$ cat src/rtl/gppm_sequencer_if.sv
// Bundle of the sequencer's program-memory, datapath-control and run-status signals.
// The master side is the sequencer; the slave side is the memory/datapath environment.
interface gppm_sequencer_if #(
    parameter int PC_W  = 8,
    parameter int CNT_W = 16
);
    logic              start;
    logic [PC_W-1:0]   imem_addr;
    logic [31:0]       imem_data;
    logic              isZero;
    logic [3:0]        raddr1;
    logic [3:0]        raddr2;
    logic [3:0]        waddr;
    logic [3:0]        func;
    logic              wen;
    logic              wdsrc;
    logic [31:0]       constant;
    logic              busy;
    logic              done;
    logic              err;
    logic [CNT_W-1:0]  icount;

    modport master (
        input  start, imem_data, isZero,
        output imem_addr, raddr1, raddr2, waddr, func, wen, wdsrc, constant,
               busy, done, err, icount
    );

    modport slave (
        output start, imem_data, isZero,
        input  imem_addr, raddr1, raddr2, waddr, func, wen, wdsrc, constant,
               busy, done, err, icount
    );
endinterface

$ cat src/rtl/gppm_sequencer.sv
// Microcoded control sequencer: fetches 32-bit instructions from a combinational
// program memory and drives register/ALU datapath controls, with start/busy/done status.
module gppm_sequencer #(
    parameter int PC_W  = 8,
    parameter int CNT_W = 16
) (
    input  logic              clk,
    input  logic              rst_n,
    gppm_sequencer_if.master  bus
);

    localparam logic [3:0] OP_NOP  = 4'd0;
    localparam logic [3:0] OP_ALU  = 4'd1;
    localparam logic [3:0] OP_LDI  = 4'd2;
    localparam logic [3:0] OP_JMP  = 4'd3;
    localparam logic [3:0] OP_BZ   = 4'd4;
    localparam logic [3:0] OP_BNZ  = 4'd5;
    localparam logic [3:0] OP_HALT = 4'd6;

    // IR keeps only the bits that are ever decoded: [31:12] plus the target field.
    localparam int IR_W = 20 + PC_W;

    localparam logic [PC_W-1:0]  PC_ZERO  = {PC_W{1'b0}};
    localparam logic [PC_W-1:0]  PC_ONE   = {{(PC_W-1){1'b0}}, 1'b1};
    localparam logic [CNT_W-1:0] CNT_ZERO = {CNT_W{1'b0}};
    localparam logic [CNT_W-1:0] CNT_ONE  = {{(CNT_W-1){1'b0}}, 1'b1};
    localparam logic [CNT_W-1:0] CNT_MAX  = {CNT_W{1'b1}};

    typedef enum logic [2:0] {
        ST_IDLE  = 3'd0,
        ST_FETCH = 3'd1,
        ST_EXEC  = 3'd2,
        ST_IMM   = 3'd3,
        ST_DONE  = 3'd4
    } state_t;

    state_t            state_r;
    state_t            state_s;
    logic [PC_W-1:0]   pc_r;
    logic [PC_W-1:0]   pc_s;
    logic [IR_W-1:0]   ir_r;
    logic [IR_W-1:0]   ir_s;
    logic [CNT_W-1:0]  icount_r;
    logic [CNT_W-1:0]  icount_s;
    logic              err_r;
    logic              err_s;
    logic              busy_r;
    logic              done_r;

    logic              wen_s;
    logic              wdsrc_s;
    logic [31:0]       constant_s;

    logic [3:0]        ir_op_s;
    logic [3:0]        ir_waddr_s;
    logic [3:0]        ir_raddr1_s;
    logic [3:0]        ir_raddr2_s;
    logic [3:0]        ir_func_s;
    logic [PC_W-1:0]   ir_target_s;

    assign ir_op_s     = ir_r[IR_W-1  -: 4];
    assign ir_waddr_s  = ir_r[IR_W-5  -: 4];
    assign ir_raddr1_s = ir_r[IR_W-9  -: 4];
    assign ir_raddr2_s = ir_r[IR_W-13 -: 4];
    assign ir_func_s   = ir_r[IR_W-17 -: 4];
    assign ir_target_s = ir_r[PC_W-1:0];

    // Retired-instruction counter sticks at all-ones instead of wrapping.
    function automatic logic [CNT_W-1:0] sat_inc(input logic [CNT_W-1:0] v);
        if (v == CNT_MAX) begin
            sat_inc = v;
        end else begin
            sat_inc = v + CNT_ONE;
        end
    endfunction

    function automatic logic is_busy_state(input state_t s);
        is_busy_state = (s == ST_FETCH) || (s == ST_EXEC) || (s == ST_IMM);
    endfunction

    // Next-state, next-architectural-state and datapath control decode.
    always_comb begin
        state_s    = state_r;
        pc_s       = pc_r;
        ir_s       = ir_r;
        icount_s   = icount_r;
        err_s      = err_r;
        wen_s      = 1'b0;
        wdsrc_s    = 1'b0;
        constant_s = 32'd0;

        case (state_r)
            ST_IDLE: begin
                if (bus.start) begin
                    state_s  = ST_FETCH;
                    pc_s     = PC_ZERO;
                    icount_s = CNT_ZERO;
                    err_s    = 1'b0;
                end else begin
                    state_s  = ST_IDLE;
                end
            end

            ST_FETCH: begin
                ir_s    = {bus.imem_data[31:12], bus.imem_data[PC_W-1:0]};
                pc_s    = pc_r + PC_ONE;
                state_s = ST_EXEC;
            end

            ST_EXEC: begin
                case (ir_op_s)
                    OP_NOP: begin
                        icount_s = sat_inc(icount_r);
                        state_s  = ST_FETCH;
                    end
                    OP_ALU: begin
                        wen_s    = 1'b1;
                        wdsrc_s  = 1'b1;
                        icount_s = sat_inc(icount_r);
                        state_s  = ST_FETCH;
                    end
                    OP_LDI: begin
                        state_s  = ST_IMM;
                    end
                    OP_JMP: begin
                        pc_s     = ir_target_s;
                        icount_s = sat_inc(icount_r);
                        state_s  = ST_FETCH;
                    end
                    // isZero reflects the register file before this edge's write.
                    OP_BZ: begin
                        if (bus.isZero) begin
                            pc_s = ir_target_s;
                        end else begin
                            pc_s = pc_r;
                        end
                        icount_s = sat_inc(icount_r);
                        state_s  = ST_FETCH;
                    end
                    OP_BNZ: begin
                        if (!bus.isZero) begin
                            pc_s = ir_target_s;
                        end else begin
                            pc_s = pc_r;
                        end
                        icount_s = sat_inc(icount_r);
                        state_s  = ST_FETCH;
                    end
                    OP_HALT: begin
                        state_s  = ST_DONE;
                    end
                    default: begin
                        err_s    = 1'b1;
                        state_s  = ST_DONE;
                    end
                endcase
            end

            // Second LDI word is the immediate; pc wraps naturally at 2^PC_W.
            ST_IMM: begin
                constant_s = bus.imem_data;
                wen_s      = 1'b1;
                wdsrc_s    = 1'b0;
                pc_s       = pc_r + PC_ONE;
                icount_s   = sat_inc(icount_r);
                state_s    = ST_FETCH;
            end

            ST_DONE: begin
                state_s = ST_IDLE;
            end

            default: begin
                state_s = ST_IDLE;
            end
        endcase
    end

    // State, architectural registers and registered status flags.
    always_ff @(posedge clk or negedge rst_n) begin
        if (!rst_n) begin
            state_r  <= ST_IDLE;
            pc_r     <= PC_ZERO;
            ir_r     <= {IR_W{1'b0}};
            icount_r <= CNT_ZERO;
            err_r    <= 1'b0;
            busy_r   <= 1'b0;
            done_r   <= 1'b0;
        end else begin
            state_r  <= state_s;
            pc_r     <= pc_s;
            ir_r     <= ir_s;
            icount_r <= icount_s;
            err_r    <= err_s;
            busy_r   <= is_busy_state(state_s);
            done_r   <= (state_s == ST_DONE);
        end
    end

    // wen decodes from the async-reset state, so reset kills a write immediately.
    assign bus.imem_addr = pc_r;
    assign bus.raddr1    = ir_raddr1_s;
    assign bus.raddr2    = ir_raddr2_s;
    assign bus.waddr     = ir_waddr_s;
    assign bus.func      = ir_func_s;
    assign bus.wen       = wen_s;
    assign bus.wdsrc     = wdsrc_s;
    assign bus.constant  = constant_s;
    assign bus.busy      = busy_r;
    assign bus.done      = done_r;
    assign bus.err       = err_r;
    assign bus.icount    = icount_r;

endmodule

$ cat src/flat_wrapper.sv
// flat-port wrapper written by rule: the top's interface ports become plain ports
module gppm_sequencer_flat 
#(
    parameter int PC_W  = 8,
    parameter int CNT_W = 16
)
  (clk, rst_n, bus_start, bus_imem_data, bus_isZero, bus_imem_addr, bus_raddr1, bus_raddr2, bus_waddr, bus_func, bus_wen, bus_wdsrc, bus_constant, bus_busy, bus_done, bus_err, bus_icount);
  gppm_sequencer_if #(.PC_W(PC_W), .CNT_W(CNT_W)) bus_i ();
  input  logic clk;
  input  logic rst_n;
  input wire logic [$bits(bus_i.start)-1:0] bus_start;
  input wire logic [$bits(bus_i.imem_data)-1:0] bus_imem_data;
  input wire logic [$bits(bus_i.isZero)-1:0] bus_isZero;
  output wire logic [$bits(bus_i.imem_addr)-1:0] bus_imem_addr;
  output wire logic [$bits(bus_i.raddr1)-1:0] bus_raddr1;
  output wire logic [$bits(bus_i.raddr2)-1:0] bus_raddr2;
  output wire logic [$bits(bus_i.waddr)-1:0] bus_waddr;
  output wire logic [$bits(bus_i.func)-1:0] bus_func;
  output wire logic [$bits(bus_i.wen)-1:0] bus_wen;
  output wire logic [$bits(bus_i.wdsrc)-1:0] bus_wdsrc;
  output wire logic [$bits(bus_i.constant)-1:0] bus_constant;
  output wire logic [$bits(bus_i.busy)-1:0] bus_busy;
  output wire logic [$bits(bus_i.done)-1:0] bus_done;
  output wire logic [$bits(bus_i.err)-1:0] bus_err;
  output wire logic [$bits(bus_i.icount)-1:0] bus_icount;
  assign bus_i.start = bus_start;
  assign bus_i.imem_data = bus_imem_data;
  assign bus_i.isZero = bus_isZero;
  assign bus_imem_addr = bus_i.imem_addr;
  assign bus_raddr1 = bus_i.raddr1;
  assign bus_raddr2 = bus_i.raddr2;
  assign bus_waddr = bus_i.waddr;
  assign bus_func = bus_i.func;
  assign bus_wen = bus_i.wen;
  assign bus_wdsrc = bus_i.wdsrc;
  assign bus_constant = bus_i.constant;
  assign bus_busy = bus_i.busy;
  assign bus_done = bus_i.done;
  assign bus_err = bus_i.err;
  assign bus_icount = bus_i.icount;
  gppm_sequencer #(.PC_W(PC_W), .CNT_W(CNT_W)) u_core (.clk(clk), .rst_n(rst_n), .bus(bus_i));
endmodule
$ cat config.mk
export PLATFORM = sky130hd
export DESIGN_NAME = gppm_sequencer_flat
export DESIGN_NICKNAME = d
export VERILOG_FILES = /design/src/rtl/gppm_sequencer_if.sv /design/src/rtl/gppm_sequencer.sv /design/src/flat_wrapper.sv
export SDC_FILE = /design/constraint.sdc
export NUM_CORES = 1
export LEC_CHECK = 0
export ABC_AREA = 1
export BUFFER_PORTS_ARGS = -buffer_cell sky130_fd_sc_hd__clkbuf_2
export CAP_MARGIN = 15
export CORE_MARGIN = 2
export CORE_UTILIZATION = 30
export CTS_BUF_LIST = sky130_fd_sc_hd__clkbuf_8
export CTS_CLUSTER_DIAMETER = 100
export DETAILED_ROUTE_END_ITERATION = 10
export PLACE_DENSITY = 0.64
export SYNTH_ARGS = -nofsm -noshare
export SYNTH_HDL_FRONTEND = slang
export SYNTH_SLANG_ARGS = --single-unit
$ cat constraint.sdc
create_clock -name clk -period 1.9 [get_ports clk]
set_clock_uncertainty 0.05 [all_clocks]
set_input_delay 0.285 -clock clk [delete_from_list [all_inputs] [get_ports clk]]
set_output_delay 0.285 -clock clk [all_outputs]
set_load 0.01 [all_outputs]
Word-level counts from Yosys, hierarchy flattened
Index checks and enable logic that the tools add are counted.

storage, ports and cells
  register bits after elaboration = 58
  output and inout bits = 77
  logic and storage cells = 61

cells by class
  add/subtract/negate cells = 2
  equal/unequal tests = 20
  muxes and demuxes = 19
  reduce and logical (&&, ||, !) cells = 13

operators by type and width
  cell                                                  count
  2-to-1 mux 16 bit                                     3
  one-hot mux 16 bit (3 select lines)                   1
  one-hot mux 8 bit (3 select lines)                    2
  2-to-1 mux 32 bit                                     1
  2-to-1 mux 8 bit                                      3
  adder 16 x 1 -> 16 bit (second input constant)        1
  equality test 16 bit (second input constant)          1
  equality test 3 x 2 -> 1 bit (second input constant)  4
  equality test 4 x 3 -> 1 bit (second input constant)  3
  one-hot mux 3 bit (4 select lines)                    1
  adder 8 x 1 -> 8 bit (second input constant)          1
  equality test 4 x 2 -> 1 bit (second input constant)  2
  OR reduction 7 bit                                    1
  equality test 3 x 1 -> 1 bit (second input constant)  2
  != test 2 bit (second input constant)                 3
  != test 3 bit (second input constant)                 2
  one-hot mux 3 bit (2 select lines)                    1
  AND reduction 3 bit                                   2
  nonzero test 3 bit                                    2
  2-to-1 mux 1 bit                                      5
  AND reduction 5 bit                                   1
  OR reduction 5 bit                                    1
  equality test 4 x 1 -> 1 bit (second input constant)  1
  logical NOT 4 bit                                     1
  7 further kinds                                       9

Logic depth before layout (Yosys ltp)
Gate-level depths: netlist (run 1).

  depth in word-level cells = 7
  depth in mapped cells = 10

Worst setup path after synthesis (run 1)
Ideal clock, no wire load.

  path kind = register -> register
  start = register u_core.icount_r[0], in the netlist u_core.bus.icount[0]
  end = register u_core.icount_r[15], in the netlist u_core.bus.icount[15]
  arrival = 1.558 ns
  slack = 0.227 ns
  stages on the path, launching flop included = 11
  buffers on the path = 1
  period minus slack after synthesis = 1.673 ns
  cells stage by stage = dfrtp_1 > ha_1 > nand2_1 > nor2_2 > nand2_2 > o21ai_2 > nand2_4 > nand2_4 > buf_6 > nand2_1 > nand2_1

between the ends
  word-level cells in the longest chain between the ends = 4
  elaborated cells between the ends (all ways) = 5
  those cells by class = add/sub (1); eq/ne (1); mux (3)

ends and longest elaborated chain
  item                                                            RTL line                                    source
  start, declared                                                 gppm_sequencer.sv:43                        logic [CNT_W-1:0] icount_r;
  start signal, assigned                                          gppm_sequencer.sv:193                       icount_r <= icount_s;
  adder 16 x 1 -> 16 bit or equality test 16 bit (tied branches)  gppm_sequencer.sv:73, gppm_sequencer.sv:70
  2-to-1 mux 16 bit (*)                                           gppm_sequencer.sv:70                        if (v == CNT_MAX) begin
  2-to-1 mux 16 bit                                               n/a
  one-hot mux 16 bit (3 select lines) (*)                         gppm_sequencer.sv:92                        case (state_r)

Every way passes the cells marked *; elsewhere a longest branch is shown, timed or not. The select of a mux whose other input is x is not followed.
A chain may end at the register's enable or synchronous reset.

Worst setup path after layout (run 1)
  start = register u_core.state_r[1]
  end = output port bus_constant[16]

between the ends
  word-level cells in the longest chain between the ends = 2

ends and longest elaborated chain
  item                          RTL line               source
  start, declared               gppm_sequencer.sv:37   state_t state_r;
  start signal, assigned        gppm_sequencer.sv:190  state_r <= state_s;
  equality test 3 x 2 -> 1 bit  gppm_sequencer.sv:92
  2-to-1 mux 32 bit             gppm_sequencer.sv:92
  end, declared                 flat_wrapper.sv:21     output wire logic [$bits(bus_i.constant)-1:0] bus_constant;

No other way between the ends.

==> summary.md, run 1 <==
| Metric | Value |
|---|---|
| Unique cell type count in the Yosys netlist | `31` |
| Kind of launch point of the worst setup path | `flip-flop` |
| Share of synthesized area spent on multiplexers | `0` |
| Highest Clock Rate | `552 MHz` |
| Placement Setup Slack | `0.170 ns` |
| Average vias per placed instance | `4.43` |
| Global routing met2 resource utilization | `0.245` |
| Yosys reg bits | `58` |
| CP arrival | `1.48 ns` |
| Clock Sinks | `58` |
| Type of the worst setup path | `reg -> out` |
| Post-detailed-route wirelength per cell | `~12 um` |
| Largest family of logic cells by synthesized area | `simple AND/OR/NAND/NOR gates` |
| Internal cell power | `~3400 uW` |
| Final setup violation count | `0` |
| Sequential share of power | `0.347` |
| Quantity of I/O buffers inserted on ports | `112` |
| Final hold violation count | `0` |
| Setup TNS after final layout | `0 ns` |
| Total number of vias | `3176` |
| Most frequent standard cell in the layout excluding fill and tap cells | `nand2_1` |
| Clock period minus worst slack | `1.81 ns` |
| Number of warnings issued by yosys | `0` |
| Max transition margin | `0.736` |
| Placed cell count | `696` |
| Average cell area after synthesis | `about 7.1 um^2` |
| Xor-xnor portion of the synthesized cell area | `0.0160` |
| Most used cells in the layout excluding fill and tap cells | `nand2_1 (143), clkbuf_2 (112), nor2_1 (71), inv_1 (58), dfrtp_1 (57)` |
| Drt initial violations | `about 170` |
| Outcome | `completed` |
| Effective utilization at floorplan | `0.306` |
| Number of core rows | `38` |
| Post-layout worst setup margin | `0.0869 ns` |
| Share of the clock period used by the worst path after layout | `0.954` |
| NetSw | `2460 uW` |
| Share of the synthesized area in compound gates (AO/OA/AOI/OAI) | `0.0773` |
| Clock network fraction of total power | `0.229` |
| Most heavily used metal layer in global routing | `met2` |
| Global-route wire length before repair | `around 14000 um` |
| Fillcell total | `about 1200` |
| Gate power share | `0.424` |
| TritonCTS clock tree | `yes` |
| Slew at the pin closest to its max-slew limit | `0.395 ns` |
| Count of flip-flops with a built-in enable after synthesis | `0` |
| Num CTS Buffers | `9` |
| Wire length reported by the detailed router | `8420 um` |
| Classification of the worst-slack hold path | `in -> reg` |
| Number of global-route vias before repair | `3012` |
| Simple-gate area share of the yosys netlist | `0.337` |
| Insertion delay to the later sink of the worst-skew pair | `0.34 ns` |
| Buffer cell driving the clock tree root | `clkbuf_8` |
| Post-layout util | `0.396` |
| Net count after synthesis | `502` |
| Cell area after synthesis | `around 3300 um^2` |
| Fraction of layout instances using a drive strength above 1 | `0.274` |
| Placer congestion estimate | `0.830` |
| Unrepaired setup endpoints after global routing | `no` |
| Worst IR drop on VDD | `0.502 mV` |
| Cells after Synth | `between 400 and 500` |
| Tightest hold margin | `around 0.15 ns` |
| Switch share | `0.420` |
| Required time at the endpoint of the critical path | `1.56 ns` |
| I/O pin total | `113` |
| Die Footprint | `11800 um^2` |
| Biggest fanout along the worst timing path | `17` |
| Final count of pins violating max slew | `0` |
| Adder-cell share of the synthesized area | `0.00761` |
| Pin count of the biggest net entering global routing | `59` |
| Antenna-violating nets left | `0` |
| Worst-path clk slew | `0.07 ns` |
| DRC violation count after routing | `0` |
| Antenna Diode Count | `0` |
| Initial antenna violation count | `0` |
| Horizontal die dimension | `109 um` |
| GR Layer Usage met1 | `0.193` |
| GRT Residual Overflow | `0` |
| Total Nets Final | `610` |
| Buffers from clock root to sink, at most | `2` |
| Pre-Repair DR Iteration Count | `4` |
| Met3 usage in global routing | `0.0287` |
| Setup crit end kind | `primary output` |
| Htree depth | `3` |
| Share of synthesized registers carrying an async set or reset | `1.00` |
| Static leakage | `0.00235 uW` |
| Half-perimeter wire length after placement | `5920 um` |
| Core ar. | `10700 um^2` |
| Dominant register cell in the synthesized netlist | `dfrtp_1` |
| Die span in y | `109 um` |
| Growth of design area from synthesis to finish | `29.5%` |
| Max Cap Violations | `0` |
| Global-route total usage across every layer | `0.149` |
| Total power per unit cell area | `approximately 1400 nW/um^2` |
| Post-synthesis sequential area ratio | `0.442` |
| Final std cells w/o fill | `around 700` |
==> area by class of cell <==
class / instances / area, um^2 / area share
clock buffer: 12 / 165 / 0.0388
clock inverter: 4 / 72.6 / 0.0170
inverter: 60 / 225 / 0.0529
multi-input combinational: 319 / 1470 / 0.345
sequential: 58 / 1450 / 0.341
tap: 140 / 175 / 0.0412
timing repair buffer: 124 / 696 / 0.163
==> state kept, by name, indices dropped and copies added (netlist names) <==
register / flops
u_core.bus.busy: 1
u_core.ir_r: 28
u_core.bus.icount: 16
u_core.bus.done: 1
u_core.state_r: 3
u_core.bus.err: 1
u_core.bus.imem_addr: 8
==> worst paths after layout <==
kind                                           start                     to  slack (ns)  cells after the start
min in group asynchronous                      rst_n   u_core.bus.icount[5]        0.42                      3
worst min register to register        u_core.ir_r[9]         u_core.ir_r[9]        0.44                      2
worst max-delay path               u_core.state_r[1]       bus_constant[16]        0.09                      6
worst min-delay path               bus_imem_data[26]        u_core.ir_r[22]        0.15                      3
worst max register to register  u_core.bus.icount[1]  u_core.bus.icount[12]        0.17                      9
max in group asynchronous                      rst_n   u_core.bus.icount[0]        1.08                      3
==> kinds of logic (layout without fill, tap and decap cells) <==
group	count (synthesis)	count (layout)
AND/OR/NAND/NOR	265	265
adder cells (fa/ha/maj)	2	2
AO/OA/AOI/OAI	46	46
flip-flops	58	58
buffers and inverters	87	200
XOR/XNOR	6	6
==> synth_stat cells (2+ instances only) <==
cell      count  area [um^2]
a22oi_1       2         15.0
buf_1         2         7.51
buf_4        16          120
clkbuf_1      7         26.3
dfrtp_1      58         1450
ha_1          2         25.0
inv_1        58          218
inv_2         2         7.51
nand2_1     145          544
nand2_2       2         12.5
nand2_4       2         22.5
nand3_1      24          120
nand3b_1      3         22.5
nand4_1       6         37.5
nor2_1       72          270
nor2_2        2         12.5
nor2_4        2         22.5
nor3_1        4         20.0
o21ai_0      36          180
o21ai_2       2         17.5
o21bai_1      3         22.5
xnor2_1       2         17.5
xor2_1        4         35.0
==> metrics by stage <==
step | total power (uW) | area [um^2]
2_1_floorplan | 3750 | 3290
6_report | 5860 | 4260
4_1_cts | 5790 | 4180
5_1_grt | 6370 | 4260
3_3_place_gp | 4350 | 3930
3_5_place_dp | 4410 | 3930
==> routing by layer <==
layer	routed length, um	vias to the layer above	part of all wire
met5	0	-	0
met3	489	12	0.058
li1	-	1640	-
met4	158	0	0.019
met1	3940	1421	0.47
met2	3840	103	0.46
==> worst max-delay path, stage by stage, from the launching register on <==
cell and delay [ns]:
dfrtp_1 0.38, inv_1 0.08, nor2_4 0.10, nand2_2 0.12, clkbuf_16 0.21, nor2_1 0.10
clkbuf_2 0.14
==> what timing repair did <==
| item | 4_1_cts | 5_1_grt |
|---|---|---|
| endpoints found under the hold margin | 58 | 0 |
| hold buffers | 1 | 0 |
| setup endpoints to repair | 0 | 45 |
| resized for setup | 0 | 7 |
| setup buffers | 0 | 3 |
==> power groups by stage <==
stage               combinational (uW)  sequential (uW)  clock, uW
floorplan                         1750             1990          0
global placement                  2320             2030          0
detailed placement                2370             2040          0
CTS                               2370             2030       1390
global route                      2840             2090       1440
finish                            2480             2030       1340
Note: power is estimated with default switching activity, not from simulation.
==> run 2, diff against run 1 <==
ABC_AREA = not set   (was 1)
CORE_UTILIZATION = 52   (was 30)
PLACE_DENSITY = 0.95   (was 0.64)
==> summary.md, run 2 <==
| Metric | Value |
|---|---|
| Library cell occupying the most area in the post-synthesis netlist | `dfrtp_1 (unchanged)` |
| Post-detailed-route wirelength per cell | `18.4 um (was 11.7 um)` |
| TritonCTS clock tree | `yes (unchanged)` |
| Average cell area after synthesis | `10.4 um^2 (was 7.08 um^2)` |
| Register-to-Register Setup Slack | `-0.09 ns (was 0.17 ns)` |
| Die span in y | `82.9 um (was 109 um)` |
| Failing checks | `setup timing` |
| Fillcell total | `380 (was 1157)` |
| Half-perimeter wire length after placement | `6180 um (was 5920 um)` |
| Unrepaired setup endpoints after global routing | `yes (was no)` |
| Top area cells in the synthesized netlist | `dfrtp_1 (45%), mux2_2 (9.7%), and3_1 (7.0%) (was dfrtp_1 (44%), nand2_1 (17%), nor2_1 (8.2%))` |
| Cells after Synth | `311 (was 464)` |
| Cell area after synthesis | `3240 um^2 (was 3290 um^2)` |
| Number of global-route vias before repair | `3100 (was 3012)` |
| Effective utilization at floorplan | `0.544 (was 0.306)` |
| Core ar. | `5960 um^2 (was 10700 um^2)` |
| Share of synthesized registers carrying an async set or reset | `1.00 (unchanged)` |
| Num CTS Buffers | `9 (unchanged)` |
| Fraction of layout instances using a drive strength above 1 | `0.561 (was 0.274)` |
| Type of the worst setup path | `reg -> out (unchanged)` |
| Highest-delay cell along the critical path | `dfrtp_1 (unchanged)` |
| Internal cell power | `4200 uW (was 3400 uW)` |
| Clock network fraction of total power | `0.185 (was 0.229)` |
| Switch share | `0.384 (was 0.420)` |
| Net count after synthesis | `349 (was 502)` |
| Number of core rows | `28 (was 38)` |
| Horizontal die dimension | `82.9 um (was 109 um)` |
| I/O pin total | `113 (unchanged)` |
| Most used cells in the layout excluding fill and tap cells | `clkbuf_2 (109), dfrtp_1 (56), buf_4 (37), and3_1 (36), mux2_2 (28) (was nand2_1 (143), clkbuf_2 (112), nor2_1 (71), inv_1 (58), dfrtp_1 (57))` |
| Count of flip-flops with a built-in enable after synthesis | `0 (unchanged)` |
| Final hold violation count | `0 (unchanged)` |
| Drt initial violations | `221 (was 165)` |
| DRC violation count after routing | `0 (unchanged)` |
| NetSw | `2620 uW (was 2460 uW)` |
| GRT Residual Overflow | `0 (unchanged)` |
| Outcome | `finished with violations (was completed)` |
| Htree depth | `3 (unchanged)` |
| Top-area cell type share of the netlist area | `0.448 (was 0.442)` |
| Yosys reg bits | `58 (unchanged)` |
| Stage delay of the slowest cell on the critical path | `0.39 ns (was 0.38 ns)` |
| Total Nets Final | `486 (was 610)` |
| Setup TNS after final layout | `-1.49 ns (was 0 ns)` |
| Pin count of the biggest net entering global routing | `59 (unchanged)` |
| Biggest fanout along the worst timing path | `6 (was 17)` |
| Most numerous cell types in the synthesized netlist | `dfrtp_1 (58), and3_1 (36), mux2_2 (28) (was nand2_1 (145), nor2_1 (72), dfrtp_1 (58), inv_1 (58), o21ai_0 (36))` |
| Total chip power | `6830 uW (was 5860 uW)` |
| Pre-Repair DR Iteration Count | `5 (was 4)` |
| Dominant register cell in the synthesized netlist | `dfrtp_1 (unchanged)` |
| Post-layout util | `0.763 (was 0.396)` |
| Clock Sinks | `58 (unchanged)` |
| Post-layout worst setup margin | `-0.153 ns (was 0.0869 ns)` |
| Classification of the worst-slack hold path | `in -> reg (unchanged)` |
| Reg with most FFs | `u_core.ir_r (unchanged)` |
| Placer congestion estimate | `0.891 (was 0.830)` |
| Highest Clock Rate | `487 MHz (was 552 MHz)` |
| Antenna Diode Count | `0 (unchanged)` |
| Max Cap Violations | `0 (unchanged)` |
| Wire length reported by the detailed router | `9710 um (was 8420 um)` |
| Insertion delay to the later sink of the worst-skew pair | `0.34 ns (about the same)` |
| Post-synthesis sequential area ratio | `0.448 (was 0.442)` |
| Initial antenna violation count | `0 (unchanged)` |
| Max transition margin | `0.679 (was 0.736)` |
| Static leakage | `0.00230 uW (was 0.00235 uW)` |
| Cell with the most instances after synthesis | `dfrtp_1 (was nand2_1)` |
| Total number of vias | `3188 (was 3176)` |
| Die Footprint | `6880 um^2 (was 11800 um^2)` |
| Gate power share | `0.514 (was 0.424)` |
| Setup crit end kind | `primary output (unchanged)` |
| CP arrival | `1.72 ns (was 1.48 ns)` |
| Kind of launch point of the worst setup path | `flip-flop (unchanged)` |
| Worst IR drop on VDD | `0.768 mV (was 0.502 mV)` |
| Final count of pins violating max slew | `0 (unchanged)` |
| Slew at the pin closest to its max-slew limit | `0.480 ns (was 0.395 ns)` |
| Area used by multi-input combinational logic | `1740 um^2 (was 1470 um^2)` |
| Crit path cell chain | `buf_6 > or2b_1 > nor2_2 > and4_4 > a21o_1 > buf_2 (was inv_1 > nor2_4 > nand2_2 > clkbuf_16 > nor2_1 > clkbuf_2)` |
| Average vias per placed instance | `6.04 (was 4.43)` |
| Quantity of I/O buffers inserted on ports | `112 (unchanged)` |
| Growth of design area from synthesis to finish | `40.2% (was 29.5%)` |
| Global-route total usage across every layer | `0.263 (was 0.149)` |
| Final setup violation count | `39 (was 0)` |
| Unique cell type count in the Yosys netlist | `56 (was 31)` |
| Number of flip-flops under the largest register name | `28 (unchanged)` |
| Share of the clock period used by the worst path after layout | `1.08 (was 0.954)` |
| Antenna-violating nets left | `0 (unchanged)` |
| Buffer cell driving the clock tree root | `clkbuf_8 (unchanged)` |
| Number of warnings issued by yosys | `0 (unchanged)` |
| Total power per unit cell area | `1500 nW/um^2 (was 1380 nW/um^2)` |
| Global-route wire length before repair | `14800 um (was 13800 um)` |
| Sequential share of power | `0.300 (was 0.347)` |
| Most frequent standard cell in the layout excluding fill and tap cells | `clkbuf_2 (was nand2_1)` |
| Buffers from clock root to sink, at most | `2 (unchanged)` |
| Clock period minus worst slack | `2.05 ns (was 1.81 ns)` |
| Required time at the endpoint of the critical path | `1.56 ns (about the same)` |
| Worst-path clk slew | `0.07 ns (about the same)` |
| Area occupied by registers | `1450 um^2 (about the same)` |
==> run 2: cell types whose count changed after synthesis, sizes merged, moves of 13 or more <==
cell / change
nand2: -129
nor2: -67
inv: -57
and3: +36
o21ai: -33
mux2: +28
a21oi: +17
o31ai: +13
==> run 2: final cells by class <==
cell class / instances / area share
multi-input combinational: 216 / 0.382
sequential: 58 / 0.320
inverter: 3 / 0.00248
clock inverter: 6 / 0.0176
tap: 75 / 0.0207
clock buffer: 10 / 0.0303
timing repair buffer: 160 / 0.226
==> run 2: stage by stage <==
step	area, um^2	hold slack (ns)	std cells	setup WS (ns)
CTS	4300	0.137	517	-0.146
global placement	3970	0.260	495	0.0486
global route	4540	0.127	528	-0.198
finish	4540	0.140	528	-0.153
detailed placement	3970	0.263	495	-0.0371
floorplan	3240	-0.0606	311	0.00683
==> run 2: metal layers <==
metal,routed length [um],global-route usage,up-vias
met2,4980,0.463,173
li1,-,-,1423
met5,0,0,-
met3,826,0.0626,15
met4,185,0.0879,0
met1,3720,0.317,1577
==> run 2: what timing repair did <==
action | in CTS | in global routing
endpoints found under the setup margin | 42 | 57
setup buffers | 5 | 10
cloned | 1 | 2
gates resized for setup | 18 | 37
pin swaps | 8 | 16
endpoints found under the hold margin | 58 | 0
hold buffers | 1 | 0
==> run 2: kinds of logic after synthesis <==
| kind of cell | count (synthesis) | share of synthesized area |
|---|---|---|
| buffers and inverters | 38 | 0.0715 |
| XOR/XNOR | 1 | 0.00270 |
| AO/OA/AOI/OAI | 53 | 0.125 |
| adder cells (fa/ha/maj) | 2 | 0.00772 |
| multiplexers | 31 | 0.107 |
| flip-flops | 58 | 0.448 |
| AND/OR/NAND/NOR | 128 | 0.238 |
==> run 2: critical path, delay by kind of cell (launching register included) <==
family | cells | cell delay (ns)
and+or+nand+nor | 3 | 0.63
AOI/OAI and AO/OA | 1 | 0.09
DFF | 1 | 0.39
buffers and inverters | 2 | 0.26
==> run 2: final timing paths <==
kind / startpoint / endpoint / cells after the start
setup / recovery: u_core.state_r[1] / bus_wen / 6
hold / removal: bus_imem_data[4] / u_core.ir_r[4] / 2
setup reg to reg: u_core.state_r[1] / u_core.bus.icount[10] / 8
hold reg to reg: u_core.ir_r[18] / u_core.ir_r[18] / 1
max in group asynchronous: rst_n / u_core.ir_r[24] / 3
min in group asynchronous: rst_n / u_core.bus.icount[10] / 3
==> run 2: power by group through the flow <==
stage               registers, uW  clock network [uW]  logic, uW
global placement             2000                   0       2820
finish                       2050                1270       3510
global route                 2100                1360       3760
floorplan                    2010                   0       2000
CTS                          2020                1270       3120
detailed placement           2040                   0       2940
==> run 3, diff against run 2 <==
CAP_MARGIN = 10   (was 15)
SETUP_SLACK_MARGIN = 0.2   (was not set)
==> summary.md, run 3 (synthesis results as in run 2) <==
| Metric | Value |
|---|---|
| Fillcell total | `235 (was 380)` |
| Fraction of layout instances using a drive strength above 1 | `0.633 (was 0.561)` |
| Total power per unit cell area | `1540 nW/um^2 (was 1500 nW/um^2)` |
| Wire length reported by the detailed router | `13500 um (was 9710 um)` |
| Setup TNS after final layout | `-3.34 ns (was -1.49 ns)` |
| Die Footprint | `6880 um^2 (unchanged)` |
| Insertion delay to the later sink of the worst-skew pair | `0.34 ns (about the same)` |
| Worst IR drop on VDD | `1.12 mV (was 0.768 mV)` |
| Stage delay of the slowest cell on the critical path | `0.40 ns (was 0.39 ns)` |
| Drt initial violations | `509 (was 221)` |
| Cell area after layout | `5270 um^2 (was 4540 um^2)` |
| Classification of the worst-slack hold path | `in -> reg (unchanged)` |
| Worst path most repeated cell | `buf_4` |
| Placer congestion estimate | `0.866 (was 0.891)` |
| Buffers from clock root to sink, at most | `2 (unchanged)` |
| Biggest fanout along the worst timing path | `6 (unchanged)` |
| Num CTS Buffers | `9 (unchanged)` |
| Total Nets Final | `519 (was 486)` |
| Tightest hold margin | `0.140 ns (about the same)` |
| Max transition margin | `0.499 (was 0.679)` |
| Worst-path clk slew | `0.07 ns (about the same)` |
| I/O pin total | `113 (unchanged)` |
| Global-route wire length before repair | `17300 um (was 14800 um)` |
| Failing checks | `setup timing (unchanged)` |
| Slew at the pin closest to its max-slew limit | `0.751 ns (was 0.480 ns)` |
| TritonCTS clock tree | `yes (unchanged)` |
| Clock Sinks | `58 (unchanged)` |
| Global-route total usage across every layer | `0.320 (was 0.263)` |
| Crit path cell chain | `buf_4 > nor3_4 > buf_6 > nand2b_4 > nor3_4 > buf_12 > buf_4 > buf_4 > o31ai_4 > a21oi_2 (was buf_6 > or2b_1 > nor2_2 > and4_4 > a21o_1 > buf_2)` |
| Final setup violation count | `67 (was 39)` |
| Horizontal die dimension | `82.9 um (unchanged)` |
| Half-perimeter wire length after placement | `6150 um (was 6180 um)` |
| Highest-delay cell along the critical path | `dfrtp_1 (unchanged)` |
| Post-detailed-route wirelength per cell | `24.2 um (was 18.4 um)` |
| Most used cells in the layout excluding fill and tap cells | `clkbuf_2 (81), buf_4 (52), dfrtp_1 (52), mux2_4 (26), and3_1 (25) (was clkbuf_2 (109), dfrtp_1 (56), buf_4 (37), and3_1 (36), mux2_2 (28))` |
| Quantity of I/O buffers inserted on ports | `112 (unchanged)` |
| CP arrival | `2.26 ns (was 1.72 ns)` |
| Total number of vias | `3635 (was 3188)` |
| Effective utilization at floorplan | `0.544 (unchanged)` |
| DP Area | `4010 um^2 (was 3970 um^2)` |
| Initial antenna violation count | `0 (unchanged)` |
| Htree depth | `3 (unchanged)` |
| DRC violation count after routing | `0 (unchanged)` |
| Growth of design area from synthesis to finish | `62.7% (was 40.2%)` |
| Static leakage | `0.00264 uW (was 0.00230 uW)` |
| Required time at the endpoint of the critical path | `2.11 ns (was 1.56 ns)` |
| Core ar. | `5960 um^2 (unchanged)` |
| Total chip power | `8120 uW (was 6830 uW)` |
| Number of flip-flops under the largest register name | `28 (unchanged)` |
| Unrepaired setup endpoints after global routing | `yes (unchanged)` |
| Setup crit end kind | `flip-flop (was primary output)` |
| Outcome | `finished with violations (unchanged)` |
| Final hold violation count | `0 (unchanged)` |
| Kind of launch point of the worst setup path | `flip-flop (unchanged)` |
| Average vias per placed instance | `6.49 (was 6.04)` |
| Die span in y | `82.9 um (unchanged)` |
| Antenna Diode Count | `0 (unchanged)` |
| GRT Residual Overflow | `0 (unchanged)` |
| Most frequent standard cell in the layout excluding fill and tap cells | `clkbuf_2 (unchanged)` |
| Number of core rows | `28 (unchanged)` |
| Pin count of the biggest net entering global routing | `31 (was 59)` |
| Highest Clock Rate | `488 MHz (was 487 MHz)` |
| Post-layout worst setup margin | `-0.148 ns (was -0.153 ns)` |
| Type of the worst setup path | `reg -> reg (was reg -> out)` |
| Share of the clock period used by the worst path after layout | `1.08 (about the same)` |
| Max Cap Violations | `0 (unchanged)` |
| Antenna-violating nets left | `0 (unchanged)` |
| Reg with most FFs | `u_core.ir_r (unchanged)` |
| Number of global-route vias before repair | `3284 (was 3100)` |
| Clock period minus worst slack | `2.05 ns (about the same)` |
| Buffer cell driving the clock tree root | `clkbuf_8 (unchanged)` |
| Pre-Repair DR Iteration Count | `7 (was 5)` |
| Final count of pins violating max slew | `0 (unchanged)` |
-- run 3: changes by cell type in the layout (fill, tap and decap cells not counted), moves of 15 or more --
cell | previous run | this run
clkbuf_2 | 109 | 81
mux2_2 | 28 | 2
mux2_4 | 0 | 26
buf_2 | 2 | 22
buf_6 | 4 | 22
buf_4 | 37 | 52
-- run 3: cell type report --
type / instances / area [um^2] / area share
multi-input cells: 215 / 1990 / 0.377
repair buffers: 194 / 1520 / 0.289
well taps: 75 / 93.8 / 0.0178
clock inverters: 4 / 43.8 / 0.00831
flip-flops and latches: 58 / 1460 / 0.277
inverters: 3 / 11.3 / 0.00214
clock buffers: 11 / 151 / 0.0287
-- run 3: through the flow --
stage | worst slack [ns] | util | instances
after floorplan | 0.146 | - | 311
after global placement | 0.0374 | 0.673 | 494
after detailed placement | -0.0975 | 0.673 | 494
after CTS | -0.0717 | 0.802 | 543
after global routing | -0.174 | 0.885 | 560
final | -0.148 | 0.885 | 560
-- run 3: power breakdown --
part,switching [uW],internal [uW]
combinational,2300,2570
sequential,402,1690
clock,497,661
-- run 3: worst paths after layout --
| path | from | slack [ns] | cells past startpoint | endpoint |
|---|---|---|---|---|
| max | u_core.state_r[2] | -0.15 | 10 | u_core.bus.icount[3] |
| min | bus_imem_data[31] | 0.14 | 3 | u_core.ir_r[27] |
| max reg2reg | u_core.state_r[2] | -0.15 | 10 | u_core.bus.icount[3] |
| min reg2reg | u_core.ir_r[9] | 0.47 | 1 | u_core.ir_r[9] |
| max in group asynchronous | rst_n | 0.70 | 3 | u_core.ir_r[16] |
| min in group asynchronous | rst_n | 0.49 | 2 | u_core.bus.icount[1] |
-- run 3: critical path: cells and delay by family (launching register included) --
family,cells,cell delay [ns]
buffers and inverters,5,0.71
AND/OR/NAND/NOR,3,0.56
flip-flops,1,0.40
AO/OA/AOI/OAI,2,0.24
-- run 3: what timing repair did --
action / 4_1_cts / 5_1_grt
resized for setup: 57 / 98
hold buffers: 1 / 0
setup endpoints to repair: 56 / 84
cloned: 5 / 6
setup buffers: 28 / 11
pin swaps: 25 / 19
hold endpoints to repair: 24 / 0
-- run 3: routing by layer --
metal | track usage | wire length (um)
met5 | 0 | 0
met4 | 0.161 | 845
met3 | 0.0547 | 1120
met2 | 0.555 | 6630
met1 | 0.381 | 4940
